File: config.mk
export PLATFORM = sky130hd
export DESIGN_NAME = fft_bitrev_reorder
export DESIGN_NICKNAME = d
export VERILOG_FILES = /design/src/rtl/fft_bitrev_reorder.sv
export SDC_FILE = /design/constraint.sdc
export NUM_CORES = 1
export LEC_CHECK = 0
export CORE_UTILIZATION = 50
export CTS_CLUSTER_SIZE = 25
export DETAILED_ROUTE_END_ITERATION = 12
export GPL_TIMING_DRIVEN = 0
export PLACE_DENSITY_LB_ADDON = 0.15
export REMOVE_ABC_BUFFERS = 1
export SLEW_MARGIN = 40
export SYNTH_ARGS = -nofsm -noshare
export SYNTH_HDL_FRONTEND = slang
export SYNTH_SLANG_ARGS = --single-unit
File: constraint.sdc
create_clock -name clk -period 1.9 [get_ports clk]
set_input_delay 0.38 -clock clk [delete_from_list [all_inputs] [get_ports clk]]
set_output_delay 0.38 -clock clk [all_outputs]
set_load 0.05 [all_outputs]
File: src/rtl/fft_bitrev_reorder.sv
// rtl/fft_bitrev_reorder.sv - ping-pong reorder buffer turning bit-reversed FFT output into natural order
module fft_bitrev_reorder #(
  parameter int W     = 4,
  parameter int LOG2N = 3
) (
  input  logic         clk,
  input  logic         clear,
  input  logic [W-1:0] in_data,
  input  logic         in_valid,
  output logic         in_ready,
  output logic [W-1:0] out_data,
  output logic         out_valid,
  input  logic         out_ready,
  output logic         out_last
);
  localparam int N = 1 << LOG2N;
  localparam logic [LOG2N-1:0] CNT_MAX = LOG2N'(N - 1);
  localparam logic [LOG2N-1:0] CNT_ONE = LOG2N'(1);

  logic [W-1:0]     mem0 [N];
  logic [W-1:0]     mem1 [N];
  logic             wr_bank;
  logic             rd_bank;
  logic [LOG2N-1:0] wr_cnt;
  logic [LOG2N-1:0] rd_cnt;
  logic [1:0]       full;
  logic [1:0]       full_nxt;
  logic             wr_en;
  logic             rd_en;
  logic             wr_done;
  logic             rd_done;
  logic [LOG2N-1:0] wr_addr;
  logic [W-1:0]     rd_word;

  function automatic logic [LOG2N-1:0] bitrev(input logic [LOG2N-1:0] v);
    logic [LOG2N-1:0] r;
    for (int i = 0; i < LOG2N; i++) r[i] = v[LOG2N-1-i];
    return r;
  endfunction

  assign in_ready  = !full[wr_bank];
  assign out_valid = full[rd_bank];
  assign out_last  = out_valid && (rd_cnt == CNT_MAX);

  // Read path is combinational from the bank so out_valid rises right after the last write
  assign rd_word  = rd_bank ? mem1[rd_cnt] : mem0[rd_cnt];
  assign out_data = out_valid ? rd_word : '0;

  assign wr_en   = in_valid && in_ready;
  assign rd_en   = out_valid && out_ready;
  assign wr_done = wr_en && (wr_cnt == CNT_MAX);
  assign rd_done = rd_en && out_last;
  assign wr_addr = bitrev(wr_cnt);

  // Writer needs !full and reader needs full, so they never update the same bit
  always_comb begin
    full_nxt = full;
    if (wr_done) full_nxt[wr_bank] = 1'b1;
    if (rd_done) full_nxt[rd_bank] = 1'b0;
  end

  always_ff @(posedge clk) begin
    if (wr_en) begin
      if (wr_bank) mem1[wr_addr] <= in_data;
      else         mem0[wr_addr] <= in_data;
    end
  end

  always_ff @(posedge clk or negedge clear) begin
    if (!clear) begin
      wr_bank <= 1'b0;
      rd_bank <= 1'b0;
      wr_cnt  <= '0;
      rd_cnt  <= '0;
      full    <= 2'b00;
    end else begin
      full <= full_nxt;
      if (wr_en) wr_cnt <= wr_cnt + CNT_ONE;
      if (rd_en) rd_cnt <= rd_cnt + CNT_ONE;
      if (wr_done) wr_bank <= !wr_bank;
      if (rd_done) rd_bank <= !rd_bank;
    end
  end
endmodule
==> impl_metrics.yaml, run 1 <==
setup_path:
  endpoint_kind: "output pin"
  reg2reg_slack_ps: 240
  cp_max_fo: 6
  r2r_cells: 4
  worstReg2RegStart: "wr_cnt[0]$_DFFE_PN0N_"
  r2r_end: "mem1[2][2]$_DFFE_PP_"
  path_class: "reg2out"
  start_kind: "register"
  cp.required_ps: 1520
  cp.arrival_ps: 1990
global_routing:
  grt_first_pass_wirelength_mm: 9.33
  grt_max_degree: 18
  grt_use_total: 0.212
  gr-total-overflow: 0
  antenna_found_initial: 0
  grt_pass1_vias: 1721
cts:
  cts_max_level: 3
  cts_sinks: 74
  clk_path_buf_depth: 2
  numCtsBuffers: 9
  insertion_delay_ps: 340
  tritoncts: "yes"
  clock_tree.root_cell: "clkbuf_8"
  clk_pin_slew_ps: 70
detailed_routing:
  via_count: 1682
  drtIter0Drc: 130
  via_per_inst: 5.76
  drt_pass1_iterations: 4
  route.detailed.drc: 0
  avgRoutedWirePerCell_um: 20.5
  ant_nets: 0
  drt-total-wl_mm: 5.99
final_layout:
  final_cell_count_no_fill: 292
  fin_util: 0.609
  regArea_um2: 2180
  fillers: 459
  drive_gt1_frac: 0.249
  nets: 229
  multi_input_area_um2: 941
  antenna_cells: 0
  area_delta_synth_final_pct: 16.1
logic_synthesis:
  synth_seq_cells: 74
  synth_warnings: 0
  syn-cell-area_um2: 3140
  synthFlopType: "edfxtp_1"
  synth-seq-area-share: 0.691
  async_reset_ff_frac: 0.135
  syn_inst: 190
  ys_types: 32
  synth-edff-count: 64
  synth_area_per_cell_um2: 16.5
timing:
  hold_violations: 0
  finalCritPeriodShare: 1.25
  fin_ws_ps: -471
  relSlewSlack: 0.547
  post-route-min-period_ps: 2370
  slew_violations: 0
  rsz0062_at_grt: "true"
  skew_ps: 4.27
  fmax_mhz: 422
  tightest_slew_ps: 678
  setup_viol: 5
die:
  die-area_um2: 6600
  start_util: 0.524
  io_pins: 15
  rows: 28
  fp.dieH_um: 81.3
  die_x_um: 81.3
  coreArea_um2: 5990
place:
  place.gp.congestion: 0.771
  place_inst: 271
  dp_hpwl_mm: 3.91
  io_buffers: 14
status:
  violations: "setup timing"
  status: "complete, but fails checks"
power:
  ir_worst_vdd_mv: 0.968
  p_leak_nw: 1.30
  power_density_nw_per_um2: 1570
run:
  maxCapViolations: 0
min_path:
  min_path_type: "in2async"
## worst max-delay path by stage
stage	from	to	slack, ps	cells past startpoint
after floorplan	rd_cnt[0]$_DFFE_PN0P_	out_data[2]	-810	4
after global placement	rd_cnt[0]$_DFFE_PN0P_	out_data[2]	-1400	5
after detailed placement	rd_cnt[0]$_DFFE_PN0P_	out_data[1]	-980	4
after CTS	rd_cnt[0]$_DFFE_PN0P_	out_data[1]	-490	5
after global routing	rd_cnt[0]$_DFFE_PN0P_	out_data[3]	-560	5
final	rd_cnt[0]$_DFFE_PN0P_	out_data[1]	-470	5
## stage by stage
| stage | power (mW) | cell area [um2] | hold WS, ps | setup TNS [ps] | setup slack [ps] |
|---|---|---|---|---|---|
| 6_report | 5.74 | 3650 | 363 | -2080 | -471 |
| 5_1_grt | 6.02 | 3650 | 375 | -2550 | -555 |
| 4_1_cts | 5.74 | 3630 | 362 | -2220 | -493 |
| 3_5_place_dp | 4.18 | 3340 | 530 | -7180 | -979 |
| 3_3_place_gp | 4.13 | 3330 | 519 | -10510 | -1400 |
| 2_1_floorplan | 3.57 | 3100 | 84.4 | -3280 | -810 |
## cell families after synthesis
kind of cell,share of synthesized area
compound gates,0.0287
xor+xnor,0.00558
fa+ha+maj,0.0319
buf+inv,0.0207
flops,0.691
mux,0.132
simple gates,0.0896
## where the power goes
group          switching [mW]  leakage [nW]  internal, mW
clock                   0.547         0.113         0.857
combinational            1.13         0.493         0.900
sequential              0.315         0.695          2.00
## repair_timing
item                                    in CTS  in global routing
buffers inserted                             6                  0
hold buffers                                 0                  0
endpoints found under the setup margin       7                  9
resized for setup                           48                 10
pin swaps                                    0                  2
## cell usage in the layout (no fill, tap or decap), types with 2 or more instances in the layout
cell and n:
buf_6 3, nand2b_1 3, nand4_1 2, edfxtp_1 64
o21ai_0 3, buf_4 7, nor2b_1 2, inv_1 5
and2_1 8, mux2_2 4, dfrtp_1 7, mux2i_1 9
nor2_1 4, ha_1 8, dfrtp_4 2, and3_1 5
nand2_1 15, o211ai_1 3, nand3_1 9, bufinv_16 3
a32oi_1 2, clkdlybuf4s50_1 7, xnor2_1 2, mux4_2 12
clkbuf_8 9
## state kept, by name, indices dropped and copies added, names as in the netlist
register,count
mem0,32
mem1,32
rd_cnt,3
wr_cnt,3
full,2
rd_bank,1
wr_bank,1
## layout make-up
type	instances	share of cell area
flip-flops and latches	74	0.598
multi-input cells	103	0.258
repair buffers	20	0.0504
clock buffers	9	0.0340
clock inverters	6	0.0291
well taps	75	0.0257
inverters	5	0.00514
## critical path, stage by stage, from the launching register on
cell	delay, ps
dfrtp_4	490
buf_6	150
mux4_2	510
mux2i_2	220
o22ai_2	120
buf_6	170
## cell usage after synthesis, types with 3 or more instances
master | number | area share
dfrtp_1 | 10 | 0.080
o21ai_0 | 3 | 0.0048
buf_2 | 3 | 0.0048
nand3_1 | 9 | 0.014
inv_1 | 5 | 0.0060
nand2b_1 | 4 | 0.0080
and3_1 | 5 | 0.010
mux4_2 | 12 | 0.086
edfxtp_1 | 64 | 0.61
nor2b_1 | 3 | 0.0060
and2_1 | 8 | 0.016
nand2_1 | 15 | 0.018
ha_1 | 8 | 0.032
mux2i_1 | 10 | 0.032
o211ai_1 | 3 | 0.0072
mux2_2 | 4 | 0.014
nor2_1 | 4 | 0.0048
## routing by layer
layer | vias up | GRT usage | wire length (um)
met5 | - | 0 | 0
met4 | 0 | 0.102 | 140
met3 | 10 | 0.0618 | 394
met2 | 57 | 0.309 | 2830
met1 | 835 | 0.294 | 2630
li1 | 780 | - | -
No activity file was read; power rests on OpenSTA's default activity.
==> run 2, diff against run 1 <==
--- a/config.mk
+++ b/config.mk
@@ -5,7 +5,9 @@
 export SDC_FILE = /design/constraint.sdc
 export NUM_CORES = 1
 export LEC_CHECK = 0
-export CORE_UTILIZATION = 50
+export CELL_PAD_IN_SITES_DETAIL_PLACEMENT = 1
+export CELL_PAD_IN_SITES_GLOBAL_PLACEMENT = 2
+export CORE_UTILIZATION = 44
 export CTS_CLUSTER_SIZE = 25
 export DETAILED_ROUTE_END_ITERATION = 12
 export GPL_TIMING_DRIVEN = 0
==> impl_metrics.yaml, run 2 (synthesis gave the netlist of run 1 again) <==
detailed_routing:
  avgRoutedWirePerCell_um: 21.1
  drtIter0Drc: 125
  route.detailed.drc: 0
  drt-total-wl_mm: 6.56
  via_per_inst: 5.51
  drt_pass1_iterations: 4
  ant_nets: 0
  via_count: 1715
timing:
  setup_viol: 5
  holdWs_ps: 359
  finalCritPeriodShare: 1.23
  skew_ps: 9.25
  fin_ws_ps: -431
  relSlewSlack: 0.598
  post-route-min-period_ps: 2330
  setup_tns_ps: -1920
  slew_violations: 0
  rsz0062_at_grt: "true"
  fmax_mhz: 429
  tightest_slew_ps: 601
  hold_violations: 0
global_routing:
  gr-total-overflow: 0
  grt_first_pass_wirelength_mm: 10.1
  grt-busiest-layer: "met2"
  grt_use_total: 0.197
  grt_pass1_vias: 1870
  use_met1: 0.240
  grtUsageMet3: 0.0362
  grt_max_degree: 18
  antenna_found_initial: 0
  grtUsageMet2: 0.325
final_layout:
  drive_gt1_frac: 0.256
  top_regs: "mem0: 32 flops, mem1: 32 flops"
  multi_input_area_um2: 971
  fin_util: 0.537
  antenna_cells: 0
  final_cell_count_no_fill: 311
  fillers: 659
  nets: 226
  regArea_um2: 2180
  area_delta_synth_final_pct: 16.8
  layout_common_cells: "edfxtp_1 (64), nand2_1 (15), mux4_2 (12)"
  stdcell_area_um2: 3670
  final_common_cell: "edfxtp_1"
setup_path:
  worstSetupStartpoint: "rd_cnt[0]$_DFFE_PN0P_"
  critPathCapture: "out_data[1]"
  cp.required_ps: 1520
  worst_path_largest_cell_delay_ps: 530
  start_kind: "register"
  cp.arrival_ps: 1950
  endpoint_kind: "output pin"
  path_cells: "buf_12, mux4_2, mux2i_4, o22ai_2, buf_6"
  reg2reg_slack_ps: 280
  r2r_cells: 3
  slowest_stage: "mux4_2"
  path_class: "reg2out"
  r2r_end: "mem1[4][1]$_DFFE_PP_"
  cp_max_fo: 5
  worstReg2RegStart: "wr_cnt[1]$_DFFE_PN0N_"
die:
  coreArea_um2: 6830
  start_util: 0.460
  rows: 30
  fp.dieH_um: 86.5
  die-area_um2: 7480
  io_pins: 15
  die_x_um: 86.5
status:
  violations: "setup timing"
  status: "complete, but fails checks"
place:
  place.gp.congestion: 0.776
  dp_hpwl_mm: 4.40
  place_inst: 292
  dp_slack_ps: -1020
  io_buffers: 14
  post_dp_cell_area_um2: 3360
cts:
  cts_hold_buf: 0
  clk_pin_slew_ps: 70
  insertion_delay_ps: 340
  cts_max_level: 3
  clk_path_buf_depth: 2
  clock_tree.root_cell: "clkbuf_8"
  numCtsBuffers: 9
  cts_sinks: 74
  tritoncts: "yes"
min_path:
  min_path_type: "in2async"
power:
  p_leak_nw: 1.29
  power_density_nw_per_um2: 1540
  ir_worst_vdd_mv: 0.868
  power_mw: 5.66
run:
  maxCapViolations: 0
[run 2: cell types whose count changed in the layout (fill, tap and decap cells not counted), moves of 2 or more]
cell | before | now
buf_12 | 0 | 2
buf_4 | 7 | 4
buf_6 | 3 | 1
bufinv_16 | 3 | 1
clkbuf_1 | 0 | 2
clkbuf_8 | 9 | 11
mux2i_1 | 9 | 7
[run 2: repair_timing]
action / in CTS / in global routing
resized for setup: 53 / 9
setup buffers: 3 / 0
gates cloned: 0 / 0
endpoints found under the setup margin: 11 / 11
pin swaps: 1 / 2
[run 2: worst min-delay path by stage]
| stage | start | endpoint | slack, ps | depth (start not counted) |
|---|---|---|---|---|
| 6_report | clear | rd_cnt[0]$_DFFE_PN0P_ | 360 | 1 |
| 5_1_grt | clear | rd_cnt[1]$_DFFE_PN0P_ | 390 | 1 |
| 4_1_cts | clear | rd_cnt[1]$_DFFE_PN0P_ | 370 | 1 |
| 3_5_place_dp | wr_cnt[0]$_DFFE_PN0N_ | wr_cnt[0]$_DFFE_PN0N_ | 530 | 1 |
| 3_3_place_gp | wr_cnt[0]$_DFFE_PN0N_ | wr_cnt[0]$_DFFE_PN0N_ | 520 | 1 |
| 2_1_floorplan | clear | full[0]$_DFF_PN0_ | 80 | 0 |
[run 2: metal layers]
layer	part of all wire	routed length [um]	vias up
met5	0	0	-
met4	0.041	271	0
met3	0.036	235	20
li1	-	-	768
met1	0.43	2840	887
met2	0.49	3220	40
[run 2: final cells by class]
cell class                      instances  area share
Clock buffer                           13      0.0433
Multi-Input combinational cell        103       0.265
Clock inverter                          3      0.0109
Sequential cell                        74       0.594
Timing Repair Buffer                   17      0.0488
Inverter                                5     0.00512
Tap cell                               96      0.0327
[run 2: power by group]
group | internal, mW | total, mW | switching (mW)
combinational | 0.946 | 2.13 | 1.19
clock | 0.676 | 1.22 | 0.546
sequential | 2.00 | 2.31 | 0.314
total | 3.62 | 5.66 | 2.05
[run 2: critical path: cells and delay by family, from the launching register on]
kind,cells,cell delay [ps]
buf+inv,2,300
mux,2,730
flops,1,460
compound gates,1,120
